`src/rtl/tdm_demux4.sv`:
```
`default_nettype none
// ============================================================================
// Module      : tdm_demux4
// Description : Rebuilds four channels (A-D) from a sync-framed TDM stream.
//               HUNT/LOCKED alignment; frames are published all at once.
// Revision    : 1.0 - initial release
// ============================================================================
module tdm_demux4 #(
  parameter int WIDTH = 1
) (
  input  logic             clk,
  input  logic             rst,
  input  logic [WIDTH-1:0] din,
  input  logic             din_valid,
  input  logic             sync,
  output logic [WIDTH-1:0] A,
  output logic [WIDTH-1:0] B,
  output logic [WIDTH-1:0] C,
  output logic [WIDTH-1:0] D,
  output logic             frame_valid,
  output logic             sync_err,
  output logic [1:0]       slot
);

  typedef enum logic [0:0] {
    HUNT   = 1'b0,
    LOCKED = 1'b1
  } state_t;

  state_t           state_q, state_d;
  logic [1:0]       slot_q, slot_d;
  logic [WIDTH-1:0] sh0_q, sh0_d;
  logic [WIDTH-1:0] sh1_q, sh1_d;
  logic [WIDTH-1:0] sh2_q, sh2_d;
  logic [WIDTH-1:0] a_q, a_d;
  logic [WIDTH-1:0] b_q, b_d;
  logic [WIDTH-1:0] c_q, c_d;
  logic [WIDTH-1:0] d_q, d_d;
  logic             fv_q, fv_d;
  logic             se_q, se_d;

  always_ff @(posedge clk) begin
    if (rst) begin
      state_q <= HUNT;
      slot_q  <= 2'd0;
      sh0_q   <= '0;
      sh1_q   <= '0;
      sh2_q   <= '0;
      a_q     <= '0;
      b_q     <= '0;
      c_q     <= '0;
      d_q     <= '0;
      fv_q    <= 1'b0;
      se_q    <= 1'b0;
    end else begin
      state_q <= state_d;
      slot_q  <= slot_d;
      sh0_q   <= sh0_d;
      sh1_q   <= sh1_d;
      sh2_q   <= sh2_d;
      a_q     <= a_d;
      b_q     <= b_d;
      c_q     <= c_d;
      d_q     <= d_d;
      fv_q    <= fv_d;
      se_q    <= se_d;
    end
  end

  always_comb begin
    state_d = state_q;
    slot_d  = slot_q;
    sh0_d   = sh0_q;
    sh1_d   = sh1_q;
    sh2_d   = sh2_q;
    a_d     = a_q;
    b_d     = b_q;
    c_d     = c_q;
    d_d     = d_q;
    fv_d    = 1'b0;
    se_d    = 1'b0;

    if (din_valid) begin
      case (state_q)
        HUNT: begin
          if (sync) begin
            sh0_d   = din;
            slot_d  = 2'd1;
            state_d = LOCKED;
          end
        end
        LOCKED: begin
          // Misplaced sync realigns: partial frame is dropped, sample becomes slot 0.
          if (sync && (slot_q != 2'd0)) begin
            se_d   = 1'b1;
            sh0_d  = din;
            slot_d = 2'd1;
          end else begin
            case (slot_q)
              2'd0: sh0_d = din;
              2'd1: sh1_d = din;
              2'd2: sh2_d = din;
              2'd3: begin
                a_d  = sh0_q;
                b_d  = sh1_q;
                c_d  = sh2_q;
                d_d  = din;
                fv_d = 1'b1;
              end
            endcase
            slot_d = slot_q + 2'd1;
          end
        end
        default: state_d = HUNT;
      endcase
    end
  end

  assign A           = a_q;
  assign B           = b_q;
  assign C           = c_q;
  assign D           = d_q;
  assign frame_valid = fv_q;
  assign sync_err    = se_q;
  assign slot        = slot_q;

endmodule
`default_nettype wire

```
`config.mk`:
```
export PLATFORM = sky130hd
export DESIGN_NAME = tdm_demux4
export DESIGN_NICKNAME = d
export VERILOG_FILES = /design/src/rtl/tdm_demux4.sv
export SDC_FILE = /design/constraint.sdc
export NUM_CORES = 1
export LEC_CHECK = 0
export CAP_MARGIN = 20
export CORE_MARGIN = 8
export CORE_UTILIZATION = 41
export CTS_BUF_LIST = sky130_fd_sc_hd__clkbuf_4 sky130_fd_sc_hd__clkbuf_8 sky130_fd_sc_hd__clkbuf_16
export CTS_CLUSTER_SIZE = 14
export DETAILED_ROUTE_END_ITERATION = 12
export PLACE_DENSITY_LB_ADDON = 0.1
export SLEW_MARGIN = 5
export SYNTH_ARGS = -nofsm -noshare
export SYNTH_HDL_FRONTEND = slang
export SYNTH_SLANG_ARGS = --single-unit
```
`constraint.sdc`:
```
create_clock -name clk -period 1.2 [get_ports clk]
set_input_delay 0.3 -clock clk [delete_from_list [all_inputs] [get_ports clk]]
set_output_delay 0.3 -clock clk [all_outputs]
set_load 0.03 [all_outputs]
```
==> key figures <==
Timing
  – Setup repair after global routing missed its margin: yes
  – Final-report max-slew violation count: 0
  – Least-Margin Pin Slew: approximately 0.21 ns
  – Total negative setup slack: -0.000179 ns
  – Max frequency: about 0.83 GHz
  – Count of final setup violators: 1
  – Final Hold Slack: roughly 0.48 ns
  – Final cycle utilization of the critical path: 100%
  – Relative slew slack: between 80% and 90%
  – Final hold violation count: 0
  – Slack of the critical path: -0.000179 ns
  – Max Clock Skew: roughly 0.0025 ns
  – Shortest clock period the worst path allows after layout: ~1.2 ns

Global route
  – Wire length of the first global-routing pass: approximately 1700 µm
  – Overall fraction of global-route tracks in use: about 8.5%
  – Antenna violations before repair: 0
  – Grt ovf: 0
  – Vias in the first global route: about 400
  – Largest net degree at the start of global routing: 8

Job
  – Max_cap viols: 0

CTS
  – Clock buffers created by TritonCTS: 3
  – TritonCTS clock tree: yes
  – Number of sinks driven by the clock tree: 12
  – Number of buffers between clock root and the deepest sink: 2
  – Clock root buffer: clkbuf_4
  – Clock transition at path regs: approximately 0.070 ns
  – Clock latency at the later pin of the worst-skew pair: between 0.2 and 0.3 ns
  – # resized after CTS: 0
  – Deepest level of the CTS H-tree: 1

Logic synthesis
  – Share of the synthesized netlist area taken by xor and xnor gates: 0%
  – Share of synthesized area spent on multiplexers: 12.8%
  – Mapped Cells: 52
  – Synthesized Nets: 61
  – Synth Area in Adders: a little under a tenth
  – Post-synthesis cell area: 547 µm²
  – Sequential cell area fraction in the yosys report: between 40 and 50%
  – Combinational family with the most area after synthesis: simple AND/OR/NAND/NOR gates
  – Fraction of the mapped netlist area in simple logic gates: a little under a quarter
  – Post-synthesis cell type count: 18
  – Flop and latch count out of synthesis: 12
  – Post-synthesis compound-gate area fraction: 7.09%
  – Count of warnings emitted by yosys: 0
  – Mean area per synthesized cell: between 10 and 15 µm²

Final layout
  – Top library cells by usage in the layout, fill and taps aside: buf_4, dfxtp_1, nand2b_1
  – Layout overhead on the synthesized area: 39.4%
  – Antenna diode instance count: 0
  – Final #Nets: between 80 and 90
  – Leading cell type in the layout, fill and taps excluded: buf_4
  – Fill cell count: between 100 and 150
  – Share of layout cells above drive strength 1: between 30% and 40%

Drt
  – Initial detailed-routing violation count: 1
  – Routed wire length: 1050 µm
  – Mean number of vias per cell: between 4 and 5
  – Antenna-violating nets left: 0
  – Detailed-route wire length per cell: between 10 and 15 µm
  – DRT Pass-1 Iters: 2
  – DRC violation count after routing: 0
  – Vias after detailed routing: roughly 420

Die
  – Starting utilization of the core area: 43.1%
  – Core footprint: 1270 µm²
  – Chip width: ~53 µm
  – Number of top-level pins: 13
  – Number of standard-cell rows in the floorplan: 13
  – Die area: roughly 2800 µm²
  – Y dimension of the die: between 50 and 60 µm

Critical path
  – Start-to-end type of the worst setup path: flop to flop
  – Cell count of the worst reg-to-reg path: 5
  – Timing startpoint of the critical path: slot[0]
  – Crit Reg-Reg Endpoint: B
  – Kind of end point of the critical path: flop
  – Arrival time at the worst endpoint: roughly 1.4 ns
  – Kind of start point of the critical path: flop
  – Worst R2R Setup Slack: -0.0002 ns
  – Data required time at the worst endpoint: between 1 and 1.5 ns
  – Largest fanout on the critical path: 6
  – Launch point of the worst reg-to-reg path: slot[0]

Min path
  – Worst hold path type: flop to flop
  – Hold_sp: D
  – End point of the worst hold path: D
  – Cell count of the worst hold path: 2

Power
  – Gate power share: 14.3%
  – Sequential group share of total power: a little over half
  – Total power density per cell area: 1020 nW/µm²
  – Total power consumption of the routed design: approximately 0.78 mW
  – Clock network power share: around a third
  – Leakage dissipation: about 0.33 nW
  – Net switching power: between 0.15 and 0.2 mW
  – Switching part of the total: around a quarter
  – Peak supply drop: 0.583 mV
  – Internal: roughly 0.6 mW

Outcome
  – Violated checks: negative setup slack
  – Result of the run: complete, but fails checks

Place
  – GPL Wtd Cong: 0.731
  – Place WS: -0.258 ns
  – Post-detailed-placement half-perimeter wirelength: between 800 and 900 µm
  – Quantity of I/O buffers inserted on ports: 12
-- flip-flops by register name, indices dropped and copies added, names as in the netlist --
| register | cells |
|---|---|
| A | 1 |
| B | 1 |
| C | 1 |
| D | 1 |
| frame_valid | 1 |
| sh0_q | 1 |
| sh1_q | 1 |
| sh2_q | 1 |
| slot | 2 |
| state_q | 1 |
| sync_err | 1 |
-- layer usage --
layer | track usage [%] | wire length (µm)
met1 | 9.18 | 481
met4 | 3.88 | 9
met5 | 0 | 0
met2 | 12.5 | 488
met3 | 5.97 | 74
-- layout make-up --
| cell class | count | area [µm²] | share of cell area (%) |
|---|---|---|---|
| clock inverter | 1 | 3.75 | 0.493 |
| timing repair buffer | 20 | 160 | 21.0 |
| sequential | 12 | 248 | 32.5 |
| multi-input combinational | 36 | 297 | 38.9 |
| clock buffer | 3 | 22.5 | 2.96 |
| tap | 15 | 18.8 | 2.46 |
| inverter | 2 | 12.5 | 1.64 |
-- what timing repair did --
item,in CTS,in global routing
pin swaps,2,1
hold buffers,0,0
endpoints found under the setup margin,3,4
setup buffers,3,1
-- logic make-up after synthesis --
logic type	Yosys count
buf+inv	4
fa+ha+maj	4
flops	12
simple gates	19
mux	7
compound gates	6
-- critical path: stages (launching register included) --
cell,delay [ns]
dfxtp_4,0.36
inv_4,0.06
ha_4,0.13
nand2b_4,0.14
and3_4,0.24
mux2i_1,0.20
-- synthesized netlist by cell type --
master | number | area [µm²]
ha_1 | 4 | 50.1
o21ba_2 | 1 | 10.0
nand3_1 | 2 | 10.0
nand2b_4 | 1 | 13.8
buf_6 | 1 | 11.3
nor2b_1 | 2 | 12.5
mux2i_1 | 7 | 70.1
nand2b_1 | 8 | 50.1
nor3b_1 | 1 | 7.51
inv_1 | 2 | 7.51
and3_4 | 1 | 11.3
and2_4 | 1 | 8.76
clkbuf_1 | 1 | 3.75
a32oi_1 | 1 | 8.76
o21ai_0 | 1 | 5.00
nor2_1 | 3 | 11.3
dfxtp_1 | 12 | 240
a21oi_1 | 3 | 15.0
-- power by group through the flow --
| stage | clock [mW] | sequential (mW) | combinational (mW) |
|---|---|---|---|
| 3_3_place_gp | 0 | 0.423 | 0.0958 |
| 4_1_cts | 0.267 | 0.412 | 0.107 |
| 2_1_floorplan | 0 | 0.429 | 0.0478 |
| 6_report | 0.254 | 0.412 | 0.111 |
| 5_1_grt | 0.286 | 0.413 | 0.120 |
| 3_5_place_dp | 0 | 0.423 | 0.0955 |
-- how the worst max path moves through the flow --
stage	endpoint	depth (start not counted)
2_1_floorplan	frame_valid	6
6_report	B	5
4_1_cts	B	5
3_3_place_gp	A	4
3_5_place_dp	B	4
5_1_grt	B	5
-- metrics by stage --
stage                     util, %  instances  cell area (µm²)
after floorplan                 -         52              572
after global placement       55.6         81              706
after detailed placement     55.6         81              706
after CTS                    59.5         88              754
after global routing         60.1         89              762
final                        60.1         89              762
No activity file was read; power rests on OpenSTA's default activity.
==> patch 1: new RTL, config.mk and constraints unchanged <==
Add an input register stage for `din`, `din_valid` and `sync`, with the module's reset; this delays them by one clock.
--- a/src/rtl/tdm_demux4.sv
+++ b/src/rtl/tdm_demux4.sv
@@ -27,4 +27,20 @@
     LOCKED = 1'b1
   } state_t;
+
+  logic [WIDTH-1:0] din_q;
+  logic din_valid_q;
+  logic sync_q;
+
+  always_ff @(posedge clk) begin
+    if (rst) begin
+      din_q       <= '0;
+      din_valid_q <= '0;
+      sync_q      <= '0;
+    end else begin
+      din_q       <= din;
+      din_valid_q <= din_valid;
+      sync_q      <= sync;
+    end
+  end
 
   state_t           state_q, state_d;
@@ -81,9 +97,9 @@
     se_d    = 1'b0;
 
-    if (din_valid) begin
+    if (din_valid_q) begin
       case (state_q)
         HUNT: begin
-          if (sync) begin
-            sh0_d   = din;
+          if (sync_q) begin
+            sh0_d   = din_q;
             slot_d  = 2'd1;
             state_d = LOCKED;
@@ -92,18 +108,18 @@
         LOCKED: begin
           // Misplaced sync realigns: partial frame is dropped, sample becomes slot 0.
-          if (sync && (slot_q != 2'd0)) begin
+          if (sync_q && (slot_q != 2'd0)) begin
             se_d   = 1'b1;
-            sh0_d  = din;
+            sh0_d  = din_q;
             slot_d = 2'd1;
           end else begin
             case (slot_q)
-              2'd0: sh0_d = din;
-              2'd1: sh1_d = din;
-              2'd2: sh2_d = din;
+              2'd0: sh0_d = din_q;
+              2'd1: sh1_d = din_q;
+              2'd2: sh2_d = din_q;
               2'd3: begin
                 a_d  = sh0_q;
                 b_d  = sh1_q;
                 c_d  = sh2_q;
-                d_d  = din;
+                d_d  = din_q;
                 fv_d = 1'b1;
               end
Behaviour: not the same (Yosys sat finds a counterexample within 4 cycles, from zero or initial values and one cycle with rst high).
==> patch 1 against the original RTL <==
  * Synthesized cell count grew 9.6%
  * Synthesized area increased by 15%
  * Final area up 8.9%
  * Sequential cell count is 3 higher
  * Global-route usage decreased by 0.74 points
  * First-iteration DRC count is the same
  * Routed wire length down 3.7%
  * Maximum frequency increased by 6.1%
  * Critical path depth unchanged
  * Combinational power is 44% lower
  * Worst setup slack better by 0.069 ns
  * Total power rose by 12%
  * Critical endpoint is now A
  * Largest cell class unchanged
==> patch 1: results (changes against the original RTL) <==
ys_seq_area_frac: 0.479  # +0.0397
timing.rr.end: "A"
avgSynthCellArea_sq_um: 11.0  # +4.6%
crit_family: "flip-flops"
synth_nets: 66  # +8.2%
p_sw_frac: 0.206  # -0.0368
grt_max_degree: 12  # +4
post_drt_wl_per_cell_um: 11.2  # -5.8%
yosys_warnings: 0  # unchanged
slowest_delay_ns: 0.38  # +0.02 ns
synth.area.mux_share: 0.112  # -0.0164
wirelength_mm: 1.02  # -3.7%
io_buffers: 12  # unchanged
num-nets-final: 85  # +1.2%
slew-limit-headroom: 0.780  # -0.0756
grt_pass1_vias: 413  # +4.6%
yosys-top-cells-area: "dfxtp_1 (48%), mux2i_1 (11%), nand2b_1 (9.0%)"
grt_first_pass_wirelength_mm: 1.66  # -3.3%
via_count: 420  # -0.94%
holdPathStages: 2  # unchanged
grt_usage: 0.0778  # -0.00744
drive_gt1_frac: 0.347  # -0.0317
dr.pass1.iters: 4  # +2
synth_commonest_cells: "dfxtp_1 (15), nand2b_1 (9), mux2i_1 (7)"
yosys.area_share.adder: 0.0798  # -0.0117
dp_hpwl_um: 828  # +2.7%
ys_types: 20  # +2
routabilityCongestion: 0.739  # +1.0%
dp_cells: 87  # +7.4%
leakage_nw: 0.382  # +15%
hold_path_class: "flop to flop"
peakVddDrop_mv: 0.862  # +48%
antenna_found_initial: 0  # unchanged
critPathArrivalTime_ns: 1.34  # -0.06 ns
synth_compound_area_frac: 0.0619  # -0.00906
status: "finished clean"
reg2reg_slack_ns: 0.07  # +0.07 ns
fin_skew_ns: 0.00563  # +0.00312 ns
==> patch 1: through the flow <==
step                hold slack, ns  instance area, sq um  setup slack, ns  utilization
global placement             0.466                   792           -0.138        0.538
CTS                          0.487                   815           0.0165        0.554
floorplan                    0.428                   657          0.00887            -
detailed placement           0.475                   792           -0.174        0.538
global route                 0.514                   830         0.000495        0.564
finish                       0.480                   830           0.0691        0.564
==> patch 1: how the worst max path moves through the flow <==
stage	slack [ns]	from	cells past startpoint	end
after global placement	-0.14	rst	3	D
after detailed placement	-0.17	rst	3	D
final	0.07	slot[0]	5	A
after CTS	0.02	slot[0]	5	slot[0]
after floorplan	0.009	slot[0]	5	slot[0]
after global routing	0.0005	slot[0]	5	A
==> patch 1: cells by family after synthesis <==
logic type | after synthesis
AOI/OAI and AO/OA | 5
buffers and inverters | 4
and+or+nand+nor | 22
adders and majority gates | 4
DFF | 15
muxes | 7
==> patch 1: tightest hold or removal path, stage by stage (launching register included) <==
cell	delay [ns]
dfxtp_1	0.31
nand2b_1	0.06
mux2i_1	0.06
==> patch 1: timing repair <==
action,in CTS,in global routing
setup buffers,0,2
gates cloned,0,0
setup endpoints to repair,2,5
resized for setup,2,0
pin swaps,1,2
==> patch 1: layer usage <==
metal	vias up	GRT usage	part of all wire
met2	13	0.116	0.42
met4	0	0.0360	0.014
met1	181	0.0832	0.46
li1	224	-	-
met5	-	0	0
met3	2	0.0535	0.11
==> patch 1: power by group through the flow <==
stage,clock (mW),sequential (mW),combinational (mW)
6_report,0.298,0.511,0.0620
5_1_grt,0.345,0.513,0.0682
4_1_cts,0.309,0.512,0.0609
3_5_place_dp,0,0.522,0.0634
3_3_place_gp,0,0.522,0.0617
2_1_floorplan,0,0.525,0.0305
==> patch 1: cell type report <==
| type | instances | area (sq um) |
|---|---|---|
| fillers | 142 | 642 |
| flip-flops and latches | 15 | 308 |
| repair buffers | 16 | 138 |
| inverters | 2 | 10.0 |
| clock buffers | 4 | 30.0 |
| well taps | 16 | 20.0 |
| multi-input cells | 38 | 324 |
==> patch 2: new RTL, same settings <==
Made on the original files. Remove the register `se_q`: a continuous assignment takes its place, so the output `sync_err` follows one clock earlier.
--- a/src/rtl/tdm_demux4.sv
+++ b/src/rtl/tdm_demux4.sv
@@ -52,5 +52,4 @@
       d_q     <= '0;
       fv_q    <= 1'b0;
-      se_q    <= 1'b0;
     end else begin
       state_q <= state_d;
@@ -64,7 +63,8 @@
       d_q     <= d_d;
       fv_q    <= fv_d;
-      se_q    <= se_d;
     end
   end
+
+  assign se_q = se_d;
 
   always_comb begin
Function: changed (Yosys sat finds a counterexample within 4 cycles, from zero or initial values and one cycle with rst high).
==> patch 2 against the original RTL <==
  * The flow still finishes with violations (negative setup slack)
  * Clock power rose by 6%
  * Sequential share of layout area is 5.8 points lower
  * Sequential cell count decreased by 1
  * Worst setup slack lost 0.26 ns
  * Die area fell by 1.3%
  * Total power rose by 3.1%
  * Routed wire length up 12%
  * Synthesized area shrank 1.8%
  * Non-clock buffer count is 7 higher
  * Final area grew 12%
  * Critical endpoint is now sync_err
  * Largest cell class unchanged
==> patch 2: results (changes against the original RTL) <==
status: "finished with violations"
failed_checks: "negative setup slack"
yosys-top-cells-area: "dfxtp_1 (41%), mux2i_1 (13%), nand2b_1 (10%)"
dp_hpwl_um: 875  # +8.6%
dp_cells: 88  # +8.6%
setup_viol: 10  # +9
post_drt_wl_per_cell_um: 12.3  # +4.2%
via_count: 467  # +10%
reg2reg_slack_ns: -0.22  # -0.22 ns
yosys_warnings: 0  # unchanged
grt_first_pass_wirelength_mm: 2.00  # +16%
ys_seq_area_frac: 0.410  # -0.0291
grt_usage: 0.0990  # +0.0137
clock_latency_ns: 0.26
avgSynthCellArea_sq_um: 10.1  # -3.7%
dr.pass1.iters: 5  # +3
critPathMaxFanout: 2  # -4
worst_slack_ns: -0.259  # -0.259 ns
drt-initial-drc-count: 3  # +2
synth_commonest_cells: "dfxtp_1 (11), nand2b_1 (9), mux2i_1 (7)"
num-nets-final: 91  # +8.3%
fin_skew_ns: 0.000522  # -0.00199 ns
fin_cells: 96  # +7.9%
synth_nets: 62  # +1.6%
num-fill-cells: 106  # -10%
routabilityCongestion: 0.761  # +4.1%
grt_max_degree: 9  # +1
tightest_slew_ns: 0.158  # -0.0567 ns
grt_pass1_vias: 459  # +16%
p_int_mw: 0.608  # +3.3%
critPathArrivalTime_ns: 1.16  # -0.24 ns
dpl_worst_slack_ns: -0.266  # -0.00768 ns
drive_gt1_frac: 0.481  # +0.103
leakage_nw: 0.391  # +17%
peakVddDrop_mv: 0.782  # +34%
-- patch 2: power by group through the flow --
stage                     clock, mW  sequential [mW]  combinational (mW)
after floorplan                   0            0.393              0.0635
after global routing          0.302            0.377               0.167
after detailed placement          0            0.385               0.138
after global placement            0            0.386               0.137
after CTS                     0.280            0.377               0.152
final                         0.269            0.377               0.155
-- patch 2: worst max-delay path, stage by stage, from the launching register on --
cell	delay [ns]
dfxtp_4	0.36
inv_4	0.04
ha_4	0.15
nand2b_4	0.14
nor2_4	0.08
buf_6	0.13
-- patch 2: logic make-up (layout without fill, tap and decap cells) --
| logic type | Yosys count | in the layout | synth area share |
|---|---|---|---|
| AO/OA/AOI/OAI | 6 | 6 | 0.0699 |
| adder cells (fa/ha/maj) | 4 | 4 | 0.0932 |
| AND/OR/NAND/NOR | 20 | 20 | 0.252 |
| buffers and inverters | 5 | 33 | 0.0443 |
| flip-flops | 11 | 11 | 0.410 |
| multiplexers | 7 | 7 | 0.131 |
-- patch 2: cell type report --
cell class | instances | area (sq um) | area share
clock buffers | 4 | 30.0 | 0.0352
flip-flops and latches | 11 | 228 | 0.267
repair buffers | 27 | 240 | 0.282
well taps | 15 | 18.8 | 0.0220
multi-input cells | 37 | 323 | 0.379
inverters | 2 | 12.5 | 0.0147
-- patch 2: final timing paths --
kind	startpoint	end	cells past startpoint
setup reg to reg	slot[0]	C	8
hold / removal	D	D	2
hold reg to reg	D	D	2
setup / recovery	slot[0]	sync_err	5
-- patch 2: per-layer routing --
layer | share of wire | wire length (um) | track usage
met1 | 0.45 | 539 | 0.122
met2 | 0.47 | 557 | 0.138
met3 | 0.073 | 87 | 0.0653
met4 | 0 | 0 | 0.0259
met5 | 0 | 0 | 0
-- patch 2: timing repair --
action | in CTS | in global routing
pin swaps | 7 | 2
setup endpoints to repair | 8 | 13
resized for setup | 4 | 3
setup buffers | 3 | 4
-- patch 2: stage by stage --
step | hold WS [ns] | setup TNS (ns) | area [sq um] | total power [mW]
after floorplan | 0.444 | -0.0853 | 569 | 0.456
after global placement | 0.466 | -2.28 | 767 | 0.522
after detailed placement | 0.469 | -2.50 | 767 | 0.523
after CTS | 0.483 | -0.974 | 835 | 0.808
after global routing | 0.502 | -2.43 | 852 | 0.845
final | 0.481 | -1.82 | 852 | 0.801
